File: config.mk
export PLATFORM = sky130hd
export DESIGN_NAME = div_sequencer
export DESIGN_NICKNAME = d
export VERILOG_FILES = /design/src/rtl/riskbes_pkg.sv /design/src/rtl/div_iter_step.sv /design/src/rtl/div_sequencer.sv
export SDC_FILE = /design/constraint.sdc
export NUM_CORES = 1
export LEC_CHECK = 0
export ABC_AREA = 1
export BUFFER_PORTS_ARGS = -buffer_cell sky130_fd_sc_hd__buf_2
export CAP_MARGIN = 20
export CORE_MARGIN = 2
export CORE_UTILIZATION = 61
export DETAILED_ROUTE_END_ITERATION = 8
export HOLD_SLACK_MARGIN = 0.08
export PLACE_DENSITY_LB_ADDON = 0.12
export REMOVE_ABC_BUFFERS = 1
export SYNTH_ARGS = -nofsm -noshare
export SYNTH_HDL_FRONTEND = slang
export SYNTH_SLANG_ARGS = --single-unit
export TNS_END_PERCENT = 10
File: constraint.sdc
create_clock -name clk_i -period 8.23 [get_ports clk_i]
set_clock_uncertainty 0.15 [all_clocks]
set_input_delay 0.823 -clock clk_i [delete_from_list [all_inputs] [get_ports clk_i]]
set_output_delay 0.823 -clock clk_i [all_outputs]
set_load 0.005 [all_outputs]
File: src/rtl/riskbes_pkg.sv
// Shared definitions for the divide sequencer: width, divide funct3 codes,
// controller state encoding and small op-decode helpers.
package riskbes_pkg;

    localparam int XLEN = 32;

    // M-extension divide/remainder funct3 encodings
    localparam logic [2:0] F3_DIV  = 3'b100;
    localparam logic [2:0] F3_DIVU = 3'b101;
    localparam logic [2:0] F3_REM  = 3'b110;
    localparam logic [2:0] F3_REMU = 3'b111;

    typedef enum logic [1:0] {
        IDLE = 2'd0,
        CALC = 2'd1,
        DONE = 2'd2
    } div_state_e;

    // funct3[0] selects the unsigned variants
    function automatic logic op_is_unsigned(input logic [2:0] funct3);
        return funct3[0];
    endfunction

    // funct3[1] selects remainder instead of quotient
    function automatic logic op_is_rem(input logic [2:0] funct3);
        return funct3[1];
    endfunction

endpackage

File: src/rtl/div_iter_step.sv
// One restoring-division iteration: shift the next dividend bit into the
// partial remainder, trial-subtract the divisor, restore on borrow.
module div_iter_step #(
    parameter int XLEN = 32
) (
    input  logic [XLEN:0]   rem,
    input  logic [XLEN-1:0] quo,
    input  logic [XLEN-1:0] divisor,
    output logic [XLEN:0]   rem_next,
    output logic [XLEN-1:0] quo_next
);

    logic [XLEN:0] shifted;
    logic [XLEN:0] diff;

    // The quotient register doubles as the dividend shift register: its MSB
    // is the next dividend bit, and quotient bits enter from the LSB.
    assign shifted = {rem[XLEN-1:0], quo[XLEN-1]};
    assign diff    = shifted - {1'b0, divisor};

    // Partial remainder is always below the divisor, so the top bit of the
    // XLEN+1 difference is a clean borrow flag.
    always_comb begin
        if (diff[XLEN]) begin
            rem_next = shifted;
            quo_next = {quo[XLEN-2:0], 1'b0};
        end else begin
            rem_next = diff;
            quo_next = {quo[XLEN-2:0], 1'b1};
        end
    end

endmodule

File: src/rtl/div_sequencer.sv
// Multi-cycle divide/remainder controller sitting beside the MDU. Freezes the
// front of the pipeline while a restoring division runs, then presents the
// result until the downstream pipeline is free to take it.
module div_sequencer
    import riskbes_pkg::*;
#(
    parameter int XLEN = riskbes_pkg::XLEN
) (
    input  logic            clk_i,
    input  logic            rst_i,
    input  logic            start_i,
    input  logic [2:0]      funct3_i,
    input  logic [XLEN-1:0] dividend_i,
    input  logic [XLEN-1:0] divisor_i,
    input  logic            flush_i,
    input  logic            busywait_i,
    output logic            stall_o,
    output logic            valid_o,
    output logic [XLEN-1:0] result_o
);

    localparam int              CNT_W    = $clog2(XLEN);
    localparam logic [CNT_W-1:0] CNT_LAST = CNT_W'(XLEN - 1);
    localparam logic [XLEN-1:0] MIN_INT  = {1'b1, {(XLEN-1){1'b0}}};

    div_state_e       state_reg, state_next;
    logic [CNT_W-1:0] count_reg, count_next;
    logic [XLEN:0]    rem_reg, rem_next;
    logic [XLEN-1:0]  quo_reg, quo_next;
    logic [XLEN-1:0]  dsr_reg, dsr_next;
    logic [XLEN-1:0]  result_reg, result_next;
    logic             is_rem_reg, is_rem_next;
    logic             neg_q_reg, neg_q_next;
    logic             neg_r_reg, neg_r_next;

    // Operand decode for the instruction currently presented in EX
    logic            op_unsigned;
    logic            op_rem;
    logic            a_neg;
    logic            b_neg;
    logic [XLEN-1:0] a_mag;
    logic [XLEN-1:0] b_mag;
    logic            div_zero;
    logic            sgn_overflow;
    logic            accept;

    assign op_unsigned  = op_is_unsigned(funct3_i);
    assign op_rem       = op_is_rem(funct3_i);
    assign a_neg        = !op_unsigned && dividend_i[XLEN-1];
    assign b_neg        = !op_unsigned && divisor_i[XLEN-1];
    // Two's-complement negation of MIN_INT wraps back to MIN_INT, which is
    // exactly its unsigned magnitude.
    assign a_mag        = a_neg ? (~dividend_i + 1'b1) : dividend_i;
    assign b_mag        = b_neg ? (~divisor_i + 1'b1) : divisor_i;
    assign div_zero     = (divisor_i == '0);
    assign sgn_overflow = !op_unsigned && (dividend_i == MIN_INT) && (&divisor_i);
    assign accept       = (state_reg == IDLE) && start_i && !flush_i;

    // Single iteration datapath fed from the working registers
    logic [XLEN:0]   step_rem;
    logic [XLEN-1:0] step_quo;

    div_iter_step #(
        .XLEN (XLEN)
    ) u_step (
        .rem      (rem_reg),
        .quo      (quo_reg),
        .divisor  (dsr_reg),
        .rem_next (step_rem),
        .quo_next (step_quo)
    );

    // Sign fix-up applied to the outputs of the final iteration
    logic [XLEN-1:0] q_final;
    logic [XLEN-1:0] r_final;

    assign q_final = neg_q_reg ? (~step_quo + 1'b1) : step_quo;
    assign r_final = neg_r_reg ? (~step_rem[XLEN-1:0] + 1'b1) : step_rem[XLEN-1:0];

    // Next-state and datapath-load decisions; flush overrides everything
    always_comb begin
        state_next  = state_reg;
        count_next  = count_reg;
        rem_next    = rem_reg;
        quo_next    = quo_reg;
        dsr_next    = dsr_reg;
        result_next = result_reg;
        is_rem_next = is_rem_reg;
        neg_q_next  = neg_q_reg;
        neg_r_next  = neg_r_reg;

        unique case (state_reg)
            IDLE: begin
                if (accept) begin
                    is_rem_next = op_rem;
                    neg_q_next  = a_neg ^ b_neg;
                    neg_r_next  = a_neg;
                    rem_next    = '0;
                    quo_next    = a_mag;
                    dsr_next    = b_mag;
                    count_next  = '0;
                    if (div_zero) begin
                        // Quotient all-ones, remainder is the raw dividend
                        result_next = op_rem ? dividend_i : '1;
                        state_next  = DONE;
                    end else if (sgn_overflow) begin
                        result_next = op_rem ? '0 : MIN_INT;
                        state_next  = DONE;
                    end else begin
                        state_next  = CALC;
                    end
                end
            end
            CALC: begin
                rem_next   = step_rem;
                quo_next   = step_quo;
                count_next = count_reg + 1'b1;
                if (count_reg == CNT_LAST) begin
                    result_next = is_rem_reg ? r_final : q_final;
                    state_next  = DONE;
                end
            end
            DONE: begin
                if (!busywait_i) begin
                    state_next = IDLE;
                end
            end
            default: begin
                state_next = IDLE;
            end
        endcase

        if (flush_i) begin
            state_next = IDLE;
            count_next = '0;
        end
    end

    // State and datapath registers; reset clears everything including result
    always_ff @(posedge clk_i) begin
        if (rst_i) begin
            state_reg  <= IDLE;
            count_reg  <= '0;
            rem_reg    <= '0;
            quo_reg    <= '0;
            dsr_reg    <= '0;
            result_reg <= '0;
            is_rem_reg <= 1'b0;
            neg_q_reg  <= 1'b0;
            neg_r_reg  <= 1'b0;
        end else begin
            state_reg  <= state_next;
            count_reg  <= count_next;
            rem_reg    <= rem_next;
            quo_reg    <= quo_next;
            dsr_reg    <= dsr_next;
            result_reg <= result_next;
            is_rem_reg <= is_rem_next;
            neg_q_reg  <= neg_q_next;
            neg_r_reg  <= neg_r_next;
        end
    end

    // Stall covers the accept cycle and the whole iteration phase; the
    // result register only changes on entry to DONE, so it holds elsewhere.
    assign stall_o  = !rst_i && (accept || (state_reg == CALC));
    assign valid_o  = (state_reg == DONE);
    assign result_o = result_reg;

endmodule

# Word-level counts from Yosys, hierarchy flattened

Cells that the tools add are included.

Input port bits: 72
Register bits: 138
Logic and storage cells: 74

$add $sub $neg: 6
Bitwise operators: 5
Mux-type cells: 26
Reduce and logical (&&, ||, !) cells: 20
Eq/ne operators: 8

Operators by type and width:

| kind                                                                   | count |
|---|---|
| 32-bit 2-to-1 mux                                                      | 14 |
| 32-bit case mux with 2 select lines                                    | 3 |
| 32-bit by 1-bit adder with 32-bit output (second input constant)       | 4 |
| 32-bit NOT                                                             | 4 |
| 33-bit by 32-bit subtractor with 33-bit output                         | 1 |
| 32-bit equality test (second input constant)                           | 1 |
| 32-bit zero test                                                       | 1 |
| 32-bit AND reduction                                                   | 1 |
| 2-bit 2-to-1 mux                                                       | 5 |
| 5-bit case mux with 2 select lines                                     | 1 |
| 1-bit logical AND                                                      | 7 |
| 2-bit inequality test (second input constant)                          | 3 |
| 2-bit case mux with 3 select lines                                     | 1 |
| 5-bit by 1-bit adder with 5-bit output (second input constant)         | 1 |
| 5-bit equality test (second input constant)                            | 1 |
| 5-bit 2-to-1 mux                                                       | 1 |
| 2-bit AND reduction                                                    | 2 |
| 4-bit AND reduction                                                    | 1 |
| 1-bit zero test                                                        | 3 |
| 3-bit inequality test (second input constant)                          | 1 |
| 3-bit AND reduction                                                    | 1 |
| 2-bit by 1-bit equality test with 1-bit output (second input constant) | 1 |
| 2-bit equality test (second input constant)                            | 1 |
| 2-bit zero test                                                        | 1 |
| other kinds (5)                                                        | 5 |

# Depth between registers and ports, before layout

Depth after elaboration: 8
Depth in mapped cells: 33
Mapped depth without buffers: 31

# Modules after synthesis

From an unflattened synthesis, not the netlist that was laid out.

Cells, all modules: 2348
Area, all modules: 12931.2 um^2

By module, submodules not included:

| module        | area an instance (um^2) | cells an instance | times used |
|---|---|---|---|
| div_sequencer | 9795.6                  | 1698              | 1 |
| div_iter_step | 3135.5                  | 650               | 1 |

# Least setup slack after synthesis

Ideal clock, no wire load.

Kind: register to register
Start point: reg quo_reg[31]
End point: reg result_reg[26] (netlist: result_o[26])
Slack: 3937 ps
Cell stages (with the launch flop): 32
Library setup time: 132 ps
Arrival: 4010 ps
Cells stage by stage: dfxtp_1 > inv_1 > ha_1 > inv_1 > fa_1 > nand2_1 > nand2_1 > nand3_1 > nand2_1 > nand2_1 > nand2_2 > nand2_2 > nand3_2 > nand2_4 > buf_8 > buf_6 > ha_1 > nand3_1 > nor3_1 > nand3_1 > nor3_1 > nand2_1 > nor2_1 > nand3_1 > o21ai_0 > o21ai_0 > o21ai_0 > a21oi_1 > nor2_1 > nand2_1 > nand2_1 > a21oi_1

Cells in the longest elaborated chain, start to end: 8

Ends and longest elaborated chain:

| item                                                               | RTL line                                 | RTL |
|---|---|---|
| start, declared                                                    | div_sequencer.sv:29                      | `logic [XLEN-1:0] quo_reg, quo_next;` |
| start signal, assigned                                             | div_sequencer.sv:155                     | `quo_reg <= quo_next;` |
| 33-bit by 32-bit subtractor with 33-bit output                     | div_iter_step.sv:19                      | `assign diff = shifted - {1'b0, divisor};` |
| 1-bit 2-to-1 mux / 32-bit 2-to-1 mux (equally long branches)       | div_iter_step.sv:24                      | `if (diff[XLEN]) begin` |
| 32-bit NOT, on equally long branches                               | div_sequencer.sv:77, div_sequencer.sv:78 |  |
| 32-bit by 1-bit adder with 32-bit output, on equally long branches | div_sequencer.sv:77, div_sequencer.sv:78 |  |
| 32-bit 2-to-1 mux, on equally long branches                        | div_sequencer.sv:77, div_sequencer.sv:78 |  |
| 32-bit 2-to-1 mux (*)                                              | div_sequencer.sv:119                     | `result_next = is_rem_reg ? r_final : q_final;` |
| 32-bit 2-to-1 mux (*)                                              | div_sequencer.sv:118                     | `if (count_reg == CNT_LAST) begin` |
| 32-bit case mux with 2 select lines (*)                            | div_sequencer.sv:92                      | `unique case (state_reg)` |
| end signal, assigned                                               | div_sequencer.sv:157                     | `result_reg <= result_next;` |
| end, declared                                                      | div_sequencer.sv:31                      | `logic [XLEN-1:0] result_reg, result_next;` |

Every way passes the cells marked *; elsewhere a longest branch is shown, timed or not. The select of a mux whose other input is x is not followed.
A chain may end at the register's enable or synchronous reset.

# Worst setup path after layout

Ends and elaborated chain as after synthesis.

==> impl_metrics.toml <==
[placed_design]
io_buffers = 104
dp_hpwl_um = 30220
gp_congestion = 0.9596
pre_cts_slack_ns = 2.847
placed_area_mm2 = 0.01291

[sta]
maxSlewHeadroom_pct = 25.58
hold_slack_ns = 0.3105
tightest_slew_ns = 1.115
final.min_clock_period_ns = 5.572
setup_ws_ns = 2.658
slew_violations = 0
fin_setup_tns_ns = 0
finalHoldViolCount = 0
fin_crit_sh_pct = 67.70
fmax_mhz = 179.5
rsz0062_at_grt = "false"
setup_viol = 0

[power]
p_switching_w = 0.0008064
power_frac_comb_pct = 28.8
pwr-share-seq_pct = 34.1
p_sw_share_pct = 38.58
power_density_mw_per_mm2 = 155.0
p_leak_nw = 6.769
ir_drop_mv = 0.1414
pwr-share-clk_pct = 37.1
cellInternalPower_w = 0.001284

[cells_and_area]
multiInputGateArea_mm2 = 0.008128
seqCellArea_mm2 = 0.002763
n_antenna_cell = 0
num-fill-cells = 1958
design_area_mm2 = 0.01349
synthToLayoutAreaGrowth_pct = 9.395
final_util_pct = 67.32
drive_gt1_share_pct = 9.002
finalNetCount = 2343

[clocking]
cts_setup_buffers = 0
cts_sinks = 138
cts_hold_buf = 0
tritoncts = "built"
cts_buffers = 17
clk_latency_ns = 0.45
cts.clk_slew.worst_paths_ns = 0.07
cts_buffer_depth = 2
root_buffer = "clkbuf_16"
cts-resized-gates = 0
h-tree-depth = 4

[yosys]
synth_top_family_by_area = "simple AND/OR/NAND/NOR gates"
muxShareOfSynthArea_pct = 0
synthFlopType = "dfxtp_1"
synth_enable_flop_cells = 0
syn_area_per_cell_um2 = 5.646
synthArstFlopShare_pct = 0
ys_seq_area_share_pct = 22.40
synthAdderAreaFrac_pct = 4.119
synthCells = 2184
yosys_warnings = 0
yosys_register_bits = 138
yosys.cell_types.count = 48
netlist_area_mm2 = 0.01233
synth-compound-area-share_pct = 18.60
synth-simple-area-share_pct = 39.55
synthXorXnorAreaFrac_pct = 3.480

[floorplanning]
initial_core_util_pct = 61.54
dieArea_mm2 = 0.02137
fp.coreArea_mm2 = 0.02004
rows = 52
die_h_um = 146.2
die_w_um = 146.2
ioPinCount = 106

[critical_path]
arrival_ns = 5.72
timing.rr.end = "result_o[26]$_SDFFE_PP0P_"
cp-end-kind = "flop"
slowest_delay_ns = 0.52
critPathKind = "flop to flop"
r2r-start = "quo_reg[31]$_SDFFE_PP0P_"
crit_top_cell = "nand2_1"
cpMaxStageDelayCell = "o21ai_0"
required_ns = 8.38
reg2reg_depth = 29
r2r_slack_ns = 2.66
crit_fanout = 33
worst_setup_path_start_kind = "flop"

[detailed_routing]
vias = 14370
drt-pass1-iter-count = 6
first_iter_violations = 1495
avgRoutedWirePerCell_um = 16.06
drc = 0
ant_nets = 0
routed_wl_um = 40380
vias_per_cell = 5.716

[global_route]
antenna_found_initial = 0
grt_pass1_wl_um = 65240
grt_max_degree = 85
grt_overflow_total = 0
grt_pass1_vias = 12850
grt_use_total_pct = 37.64

[outcome]
outcome = "finished, final reports clean"

[hold_path]
hp-start = "result_o[29]$_SDFFE_PP0P_"
hold_path_depth = 2
min_to = "result_o[29]$_SDFFE_PP0P_"
holdCritPathClass = "flop to flop"

[flow_run]
maxCapViolCount = 0
-- critical path: cells and delay by family, from the launching register on --
family | cells | cell delay [ns]
buf+inv | 2 | 0.15
simple gates | 19 | 2.82
flops | 1 | 0.31
compound gates | 5 | 1.07
fa+ha+maj | 3 | 0.88
-- layer usage --
layer | routed length (µm) | GRT usage (%) | vias to the layer above
li1 | - | - | 7150
met1 | 17760 | 52.75 | 6432
met2 | 17580 | 58.54 | 688
met3 | 3677 | 6.188 | 99
met4 | 1357 | 13.79 | 0
met5 | 0 | 0 | -
-- synth_stat cells (2+ instances only) --
cell | number | share of area, %
nand2_1 | 680 | 21
inv_1 | 281 | 8.6
a21oi_1 | 207 | 8.4
nor2_1 | 205 | 6.2
nand3_1 | 155 | 6.3
dfxtp_1 | 138 | 22
o21ai_0 | 123 | 5.0
clkbuf_1 | 64 | 1.9
ha_1 | 39 | 4.0
a31oi_1 | 33 | 1.7
xor2_1 | 30 | 2.1
nand4_1 | 25 | 1.3
nor3_1 | 25 | 1.0
xnor2_1 | 19 | 1.3
nand2_2 | 17 | 0.86
o211ai_1 | 14 | 0.85
o21ai_1 | 14 | 0.57
nand3b_1 | 13 | 0.79
nor2_2 | 9 | 0.46
nor4_1 | 9 | 0.46
buf_1 | 8 | 0.24
buf_2 | 7 | 0.28
or2_2 | 7 | 0.36
and2_1 | 6 | 0.30
o21bai_1 | 6 | 0.37
o221ai_1 | 6 | 0.43
a21o_1 | 4 | 0.24
buf_6 | 4 | 0.37
inv_2 | 4 | 0.12
o21ai_2 | 4 | 0.28
o22ai_1 | 4 | 0.20
buf_4 | 3 | 0.18
nand2_4 | 3 | 0.27
a211oi_1 | 2 | 0.12
nand3_2 | 2 | 0.16
o31ai_1 | 2 | 0.12
-- cell usage in the layout, fill, tap and decap left out, drive strengths merged, types with 19 or more instances in the layout --
master	netlist	routed
nand3	157	157
xor2	30	30
a31oi	33	33
o21ai	142	142
nor3	26	26
inv	285	295
ha	39	39
xnor2	19	19
nand2	700	700
dfxtp	138	138
nand4	25	25
nor2	215	215
buf	23	115
a21oi	208	208
-- how the worst max path moves through the flow --
stage                                    from                   endpoint
finish               quo_reg[31]$_SDFFE_PP0P_  result_o[26]$_SDFFE_PP0P_
global route         quo_reg[31]$_SDFFE_PP0P_  result_o[26]$_SDFFE_PP0P_
CTS                  quo_reg[31]$_SDFFE_PP0P_  result_o[26]$_SDFFE_PP0P_
detailed placement   quo_reg[31]$_SDFFE_PP0P_  result_o[26]$_SDFFE_PP0P_
global placement     quo_reg[31]$_SDFFE_PP0P_  result_o[26]$_SDFFE_PP0P_
floorplan           state_reg[0]$_SDFFE_PP0P_                    stall_o
-- power groups by stage --
stage | Combinational [W] | Sequential, W | Clock (W)
after floorplan | 0.000395 | 0.000727 | 0
after global placement | 0.000572 | 0.000727 | 0
after detailed placement | 0.000580 | 0.000728 | 0
after CTS | 0.000584 | 0.000713 | 0.000776
after global routing | 0.000671 | 0.000717 | 0.000803
final | 0.000601 | 0.000714 | 0.000776
-- kinds of logic (layout without fill, tap and decap cells) --
| logic type | count (synthesis) | count (layout) |
|---|---|---|
| adders and majority gates | 40 | 40 |
| xor gates and xnor gates | 49 | 49 |
| AOI/OAI and AO/OA | 423 | 423 |
| DFF | 138 | 138 |
| buffers and inverters | 373 | 433 |
| and+or+nand+nor | 1161 | 1161 |
-- per-stage QoR --
stage | power, W | std cells
2_1_floorplan | 0.001122 | 2097
3_3_place_gp | 0.001299 | 2482
3_5_place_dp | 0.001307 | 2482
4_1_cts | 0.002073 | 2514
5_1_grt | 0.002191 | 2514
6_report | 0.002090 | 2514
-- final cells by class --
cell class	count	area share, %
multi-input combinational	1673	60.25
tap	270	2.504
clock buffer	18	3.255
inverter	286	7.958
timing repair buffer	115	4.489
sequential	138	20.48
clock inverter	14	1.067
(Power assumes the default switching activity.)
